File: src/rtl/echo_requester.sv
// Initiator side of the echo request/indication protocol: issues numbered say
// requests one at a time, checks each heard indication and keeps run statistics.
`timescale 1ns/1ps
module echo_requester #(
  parameter int unsigned TIMEOUT = 1024,
  parameter logic [31:0] V_SEED  = 32'h1000,
  parameter logic [31:0] V_STEP  = 32'h0101
) (
  input  logic        CLK,
  input  logic        nRST,
  input  logic        start__ENA,
  input  logic [31:0] start_count,
  output logic        start__RDY,
  output logic        request_say__ENA,
  output logic [31:0] request_say_meth,
  output logic [31:0] request_say_v,
  input  logic        request_say__RDY,
  input  logic        indication_heard__ENA,
  input  logic [31:0] indication_heard_meth,
  input  logic [31:0] indication_heard_v,
  output logic        indication_heard__RDY,
  input  logic        rule_enable,
  output logic        rule_ready,
  output logic        busy,
  output logic        done,
  output logic        timed_out,
  output logic [31:0] pass_count,
  output logic [31:0] fail_count
);

  typedef enum logic [1:0] {
    IDLE = 2'd0,
    SEND = 2'd1,
    WAIT = 2'd2,
    DONE = 2'd3
  } state_t;

  localparam logic [31:0] TMO_LAST = 32'(TIMEOUT - 1);

  state_t      state_q, state_d;
  logic [31:0] index_q, index_d;
  logic [31:0] count_q, count_d;
  logic [31:0] timer_q, timer_d;
  logic [31:0] exp_meth_q, exp_meth_d;
  logic [31:0] exp_v_q, exp_v_d;
  logic [31:0] pass_q, pass_d;
  logic [31:0] fail_q, fail_d;
  logic        done_q, done_d;
  logic        tmo_q, tmo_d;

  logic [31:0] v_cur;
  logic        start_fire;
  logic        say_fire;
  logic        heard_fire;
  logic        heard_match;
  logic        last_req;
  logic        tmo_hit;

  // v is a pure function of the index; the product wraps modulo 2^32.
  assign v_cur       = V_SEED + index_q * V_STEP;
  assign start_fire  = start__ENA && start__RDY;
  assign say_fire    = request_say__ENA;
  assign heard_fire  = indication_heard__ENA && indication_heard__RDY;
  assign heard_match = (indication_heard_meth == exp_meth_q) &&
                       (indication_heard_v == exp_v_q);
  assign last_req    = (index_q + 32'd1 == count_q);
  assign tmo_hit     = (timer_q == TMO_LAST);

  always_ff @(posedge CLK) begin
    if (!nRST) begin
      state_q    <= IDLE;
      index_q    <= '0;
      count_q    <= '0;
      timer_q    <= '0;
      exp_meth_q <= '0;
      exp_v_q    <= '0;
      pass_q     <= '0;
      fail_q     <= '0;
      done_q     <= 1'b0;
      tmo_q      <= 1'b0;
    end else begin
      state_q    <= state_d;
      index_q    <= index_d;
      count_q    <= count_d;
      timer_q    <= timer_d;
      exp_meth_q <= exp_meth_d;
      exp_v_q    <= exp_v_d;
      pass_q     <= pass_d;
      fail_q     <= fail_d;
      done_q     <= done_d;
      tmo_q      <= tmo_d;
    end
  end

  always_comb begin
    state_d = state_q;
    case (state_q)
      IDLE, DONE: begin
        if (start_fire) state_d = (start_count == 32'd0) ? DONE : SEND;
      end
      SEND: begin
        if (say_fire) state_d = WAIT;
      end
      WAIT: begin
        // An indication arriving on the timeout cycle takes priority.
        if (heard_fire)   state_d = last_req ? DONE : SEND;
        else if (tmo_hit) state_d = DONE;
      end
      default: state_d = IDLE;
    endcase
  end

  always_comb begin
    index_d    = index_q;
    count_d    = count_q;
    timer_d    = timer_q;
    exp_meth_d = exp_meth_q;
    exp_v_d    = exp_v_q;
    pass_d     = pass_q;
    fail_d     = fail_q;
    done_d     = done_q;
    tmo_d      = tmo_q;
    case (state_q)
      IDLE, DONE: begin
        if (start_fire) begin
          count_d = start_count;
          index_d = '0;
          pass_d  = '0;
          fail_d  = '0;
          tmo_d   = 1'b0;
          done_d  = (start_count == 32'd0);
        end
      end
      SEND: begin
        if (say_fire) begin
          exp_meth_d = index_q;
          exp_v_d    = v_cur;
          timer_d    = '0;
        end
      end
      WAIT: begin
        if (heard_fire) begin
          if (heard_match) pass_d = pass_q + 32'd1;
          else             fail_d = fail_q + 32'd1;
          if (last_req) done_d  = 1'b1;
          else          index_d = index_q + 32'd1;
        end else if (tmo_hit) begin
          tmo_d  = 1'b1;
          done_d = 1'b1;
        end else begin
          timer_d = timer_q + 32'd1;
        end
      end
      default: ;
    endcase
  end

  always_comb begin
    start__RDY            = (state_q == IDLE) || (state_q == DONE);
    busy                  = (state_q == SEND) || (state_q == WAIT);
    rule_ready            = (state_q == SEND) && request_say__RDY;
    request_say__ENA      = rule_enable && rule_ready;
    request_say_meth      = (state_q == SEND) ? index_q : 32'd0;
    request_say_v         = (state_q == SEND) ? v_cur : 32'd0;
    indication_heard__RDY = (state_q == WAIT);
  end

  assign done       = done_q;
  assign timed_out  = tmo_q;
  assign pass_count = pass_q;
  assign fail_count = fail_q;

endmodule

File: config.mk
export PLATFORM = sky130hd
export DESIGN_NAME = echo_requester
export DESIGN_NICKNAME = d
export VERILOG_FILES = /design/src/rtl/echo_requester.sv
export SDC_FILE = /design/constraint.sdc
export NUM_CORES = 1
export LEC_CHECK = 0
export ABC_AREA = 1
export CAP_MARGIN = 20
export CORE_MARGIN = 2
export CORE_UTILIZATION = 55
export CTS_CLUSTER_SIZE = 16
export DETAILED_ROUTE_END_ITERATION = 12
export GPL_ROUTABILITY_DRIVEN = 1
export HOLD_SLACK_MARGIN = 0.1
export PLACE_DENSITY = 0.92
export REMOVE_ABC_BUFFERS = 1
export SYNTH_ARGS = -nofsm -noshare
export SYNTH_HDL_FRONTEND = slang
export SYNTH_SLANG_ARGS = --single-unit
File: constraint.sdc
create_clock -name CLK -period 4.08 [get_ports CLK]
set_input_delay 0.408 -clock CLK [delete_from_list [all_inputs] [get_ports CLK]]
set_output_delay 0.408 -clock CLK [all_outputs]
set_load 0.03 [all_outputs]
# Word level (Yosys, flattened, before mapping)
# Index checks and enable logic that the tools add are counted.
# op_classes
addsub	5
mul	1
eq_ne	18
mux	31
reduce_logical	21
# op_table
cell	n
$mux W32	12
$pmux W32 S2	4
$add A32 B1 Y32 const B	4
$eq A32 B32 Y1	3
$add A13 B32 Y32 const A	1
$eq A32 B10 Y1 const B	1
$logic_not A32 Y1	1
$mul A32 B9 Y32 const B	1
$reduce_and A4 Y1	6
$mux W2	6
$ne A2 B2 Y1 const B	6
$mux W1	6
$ne A2 B1 Y1 const B	3
$pmux W2 S3	1
$logic_and A1 B1 Y1	5
$eq A2 B2 Y1 const B	2
$pmux W1 S2	2
$reduce_and A2 Y1	2
$reduce_bool A2 Y1	2
$ne A3 B1 Y1 const B	1
$ne A3 B2 Y1 const B	1
$reduce_and A3 Y1	1
$eq A2 B1 Y1 const B	1
$logic_not A2 Y1	1
other kinds (2)	3
# totals
regBits	228
inputBits	102
elab_cells	86

# Longest topological paths before layout
# Gate-level depths: netlist (run 1).
# depth
word_depth	5
mapped_depth	21

# Worst setup path after synthesis (run 1)
# Ideal clock, no wire load.
# synth_path
path_type	register -> output
from	register index_q[11]
to	output port request_say_v[24]
t_arrival_ns	3.361
t_required_ns	3.672
setup_slack_ns	0.311
path_stages_with_launch	14
path_buffers	0
cell_sequence	dfxtp_1 -> ha_1 -> ha_1 -> fa_1 -> ha_1 -> nand3_1 -> nand2_1 -> nand2_1 -> a21oi_1 -> a21boi_0 -> o21ai_0 -> a21oi_1 -> or2_2 -> a21oi_1
# synth_between
elab_chain_cells	3
# synth_lines
element	line_no	source
from (decl)	41	logic [31:0] index_q, index_d;
from (signal assigned)	83	index_q <= index_d;
$mul A32 B9 Y32	60	assign v_cur = V_SEED + index_q * V_STEP;
$add A13 B32 Y32	60	
$mux W32	164	request_say_v = (state_q == SEND) ? v_cur : 32'd0;
to (decl)	16	output logic [31:0] request_say_v,
# No other way between the ends.

# Worst setup path after layout (run 1)
# layout_path
from	register index_q[4]
to	output port request_say_v[31]
# Same word-level chain as after synthesis.

==> results.yml, run 1 <==
synth:
  synth_cell_types: 44
  yosys_warnings: 0
  netlist_area_um2: 15200
  synth_cells: 2352
  synthArstFlopShare: 0
  synth_edf_count: 0
  ys_ff_latch: 220
  yosysSeqAreaShare: 0.289
  ys.flop_type: "dfxtp_1"
  syn_area_per_cell_um2: 6.48
timing:
  slew_violations: 0
  final_hold_viol_count: 0
  rsz0062_at_grt: "true"
  min_period_over_period: 0.999
  tns_ps: 0
  max_freq_mhz: 245
  layout_setup_ws_ps: 5.91
  setup_viol: 0
  relSlewSlack: 0.395
  period_needed_ps: 4070
  skew_ps: 9.63
  worstMarginPinSlew_ps: 908
setup_path:
  worstSetupEndpointType: "output pin"
  worstPathCellList: "ha_1 -> inv_1 -> fa_1 -> inv_2 -> ha_4 -> ha_4 -> a21oi_4 -> o21ai_1 -> nand2_1 -> nand3_1 -> nand2_1 -> nand3_2 -> nand2_1 -> nand2_1 -> nand2_1 -> nand2_1 -> or2_2 -> a21oi_1 -> buf_4"
  crit_type: "flip-flop to output pin"
  ff2ff_path_depth: 18
  cp_max_fo: 6
  required_ps: 3670
  max_stage_delay_ps: 490
  r2r_end: "index_q[26]"
  slowest_stage: "fa_1"
  cpMostUsedCell: "nand2_1"
  r2r_start: "index_q[0]"
  rrSetupSlack_ps: 670
  start_kind: "flip-flop"
  cp.arrival_ps: 3670
run_status:
  status: "finished, final reports clean"
global_route:
  grt_pass1_vias: 15900
  grt.overflow.total: 0
  grt_first_pass_wirelength_um: 78900
  grt_use_total: 0.338
  grt_max_degree: 95
  antenna_found_initial: 0
drt:
  postRouteAntennaNets: 0
  vias: 16900
  drc_errors: 0
  drt-total-wl_um: 51300
  firstDrtPassIters: 8
  wl_per_cell_um: 17.3
  drtIter0Drc: 1781
  viasPerCell: 5.71
cts:
  hold_buffers: 0
  ctsHtreeMaxLevel: 1
  root_buffer: "clkbuf_16"
  insertion_delay_ps: 540
  cts_tree: "yes"
  clk_path_buf_depth: 3
  clk_pin_slew_worst_paths_ps: 60
  cts_buffers: 25
  clock_sinks: 220
die:
  dieArea_um2: 29000
  dieWidth_um: 170
  die_h_um: 170
  start_util: 0.562
  ioPinCount: 237
  coreArea_um2: 27100
  rows: 60
place:
  io_buffers: 236
  pre_cts_slack_ps: 52.5
  gp_congestion: 0.983
  dpl.hpwl_um: 37600
worst_hold_path:
  worstHoldEndpoint: "index_q[2]"
  worstHoldStart: "nRST"
  holdPathStages: 3
  hp-class: "input pin to flip-flop"
cells_and_area:
  nets: 2770
  area_growth_pct: 26.5
  drive_gt1_frac: 0.0763
  antenna_cells: 0
power:
  p_leak_uw: 0.00773
  vdd_drop_max_mv: 0.616
  power.total_uw: 11800
  powerDensity_nw_per_um2: 611
run:
  drv_cap: 0
[final cells by class]
type,count,area [um^2]
tap,372,465
sequential,220,4410
clock buffer,32,712
inverter,239,897
multi-input combinational,1800,9870
fill,2174,7840
clock inverter,12,163
timing repair buffer,291,2750
[registers in the layout (all words and copies together) (netlist names)]
name        count
count_q        32
exp_meth_q     32
fail_count     32
index_q        32
pass_count     32
timer_q        32
exp_v_q        24
state_q         2
done            1
timed_out       1
[through the flow]
stage	instance area (um^2)	instances	util	hold WS (ps)
after floorplan	14800	2259	-	444
after detailed placement	18000	2916	0.664	462
after global placement	18000	2916	0.664	450
after CTS	19000	2963	0.701	303
final	19300	2966	0.711	326
after global routing	19300	2966	0.711	351
[repair_timing]
action | 4_1_cts | 5_1_grt
setup buffers | 3 | 3
gates resized for setup | 53 | 54
setup endpoints to repair | 17 | 15
pin swaps | 5 | 12
hold endpoints to repair | 0 | 0
[metal layers]
layer  up-vias  wire [um]  global-route usage
met5         -          0                   0
met3       215       4420              0.0505
li1       8095          -                   -
met1      7734      19600               0.407
met2       880      23900               0.569
met4         0       3330               0.203
[how the worst max path moves through the flow]
| stage | slack, ps | start | to |
|---|---|---|---|
| 3_5_place_dp | 50 | index_q[20] | request_say_v[29] |
| 6_report | 6 | index_q[4] | request_say_v[31] |
| 5_1_grt | -90 | index_q[4] | request_say_v[31] |
| 4_1_cts | 9 | index_q[14] | request_say_v[31] |
| 3_3_place_gp | -20 | index_q[20] | request_say_v[29] |
| 2_1_floorplan | -1110 | state_q[0] | pass_count[10] |
[report_power, final]
part           total [uW]  switching (uW)  internal, uW  leakage, uW
Clock                2430             950          1480     0.000436
Combinational        6540            4220          2320      0.00550
Sequential           2800             290          2510      0.00179
Total               11800            5460          6300      0.00773
[worst max-delay path, delay by kind of cell, from the launching register on]
kind | cells | cell delay [ps]
simple gates | 9 | 920
compound gates | 3 | 360
flops | 1 | 350
fa+ha+maj | 4 | 1170
buf+inv | 3 | 320
[cell usage in the layout, fill, tap and decap left out, drive strengths merged]
master and n:
o21bai 2, clkinvlp 1, or2 3, a31oi 1, a21o 2, o21a 3
dlymetal6s2s 2, dfxtp 220, buf 63, clkinv 8, o211ai 19, a211oi 2
nor3 78, o21ai 102, clkdlybuf4s50 218, nor3b 2, nand3 114, fa 3
xor2 68, clkbuf 36, nand3b 13, a21boi 1, a21oi 175, o211a 1
dlygate4sd2 4, nor4 33, nor2 339, ha 88, bufinv 4, nand2 600
inv 238, o31ai 1, o22ai 1, a22oi 1, xnor2 86, nand4 62
[synthesized netlist by cell type, types with 6 or more instances]
cell,instances,area [um^2]
buf_4,8,60.1
clkbuf_1,63,236
o211ai_1,19,143
nor4_1,33,206
a21oi_1,175,876
nor3_1,78,390
nor2_1,324,1220
xor2_1,68,596
nand2_1,594,2230
dfxtp_1,220,4400
nand3_1,112,561
nor2_2,9,56.3
ha_1,88,1100
buf_6,6,67.6
inv_1,235,882
nand3b_1,13,97.6
xnor2_1,86,753
buf_1,12,45.0
nand4_1,61,382
o21ai_0,100,500
[kinds of logic after synthesis]
group,synth area share
AO/OA/AOI/OAI,0.108
adder cells (fa/ha/maj),0.0762
buffers and inverters,0.0871
flip-flops,0.289
XOR/XNOR,0.0886
AND/OR/NAND/NOR,0.351
No activity file was read; power rests on OpenSTA's default activity.
==> run 2: changes to the inputs <==
GPL_ROUTABILITY_DRIVEN = unset   (was 1)
==> results of run 2 <==
Same layout as run 1: the final DEF is identical, and so are final timing and power.
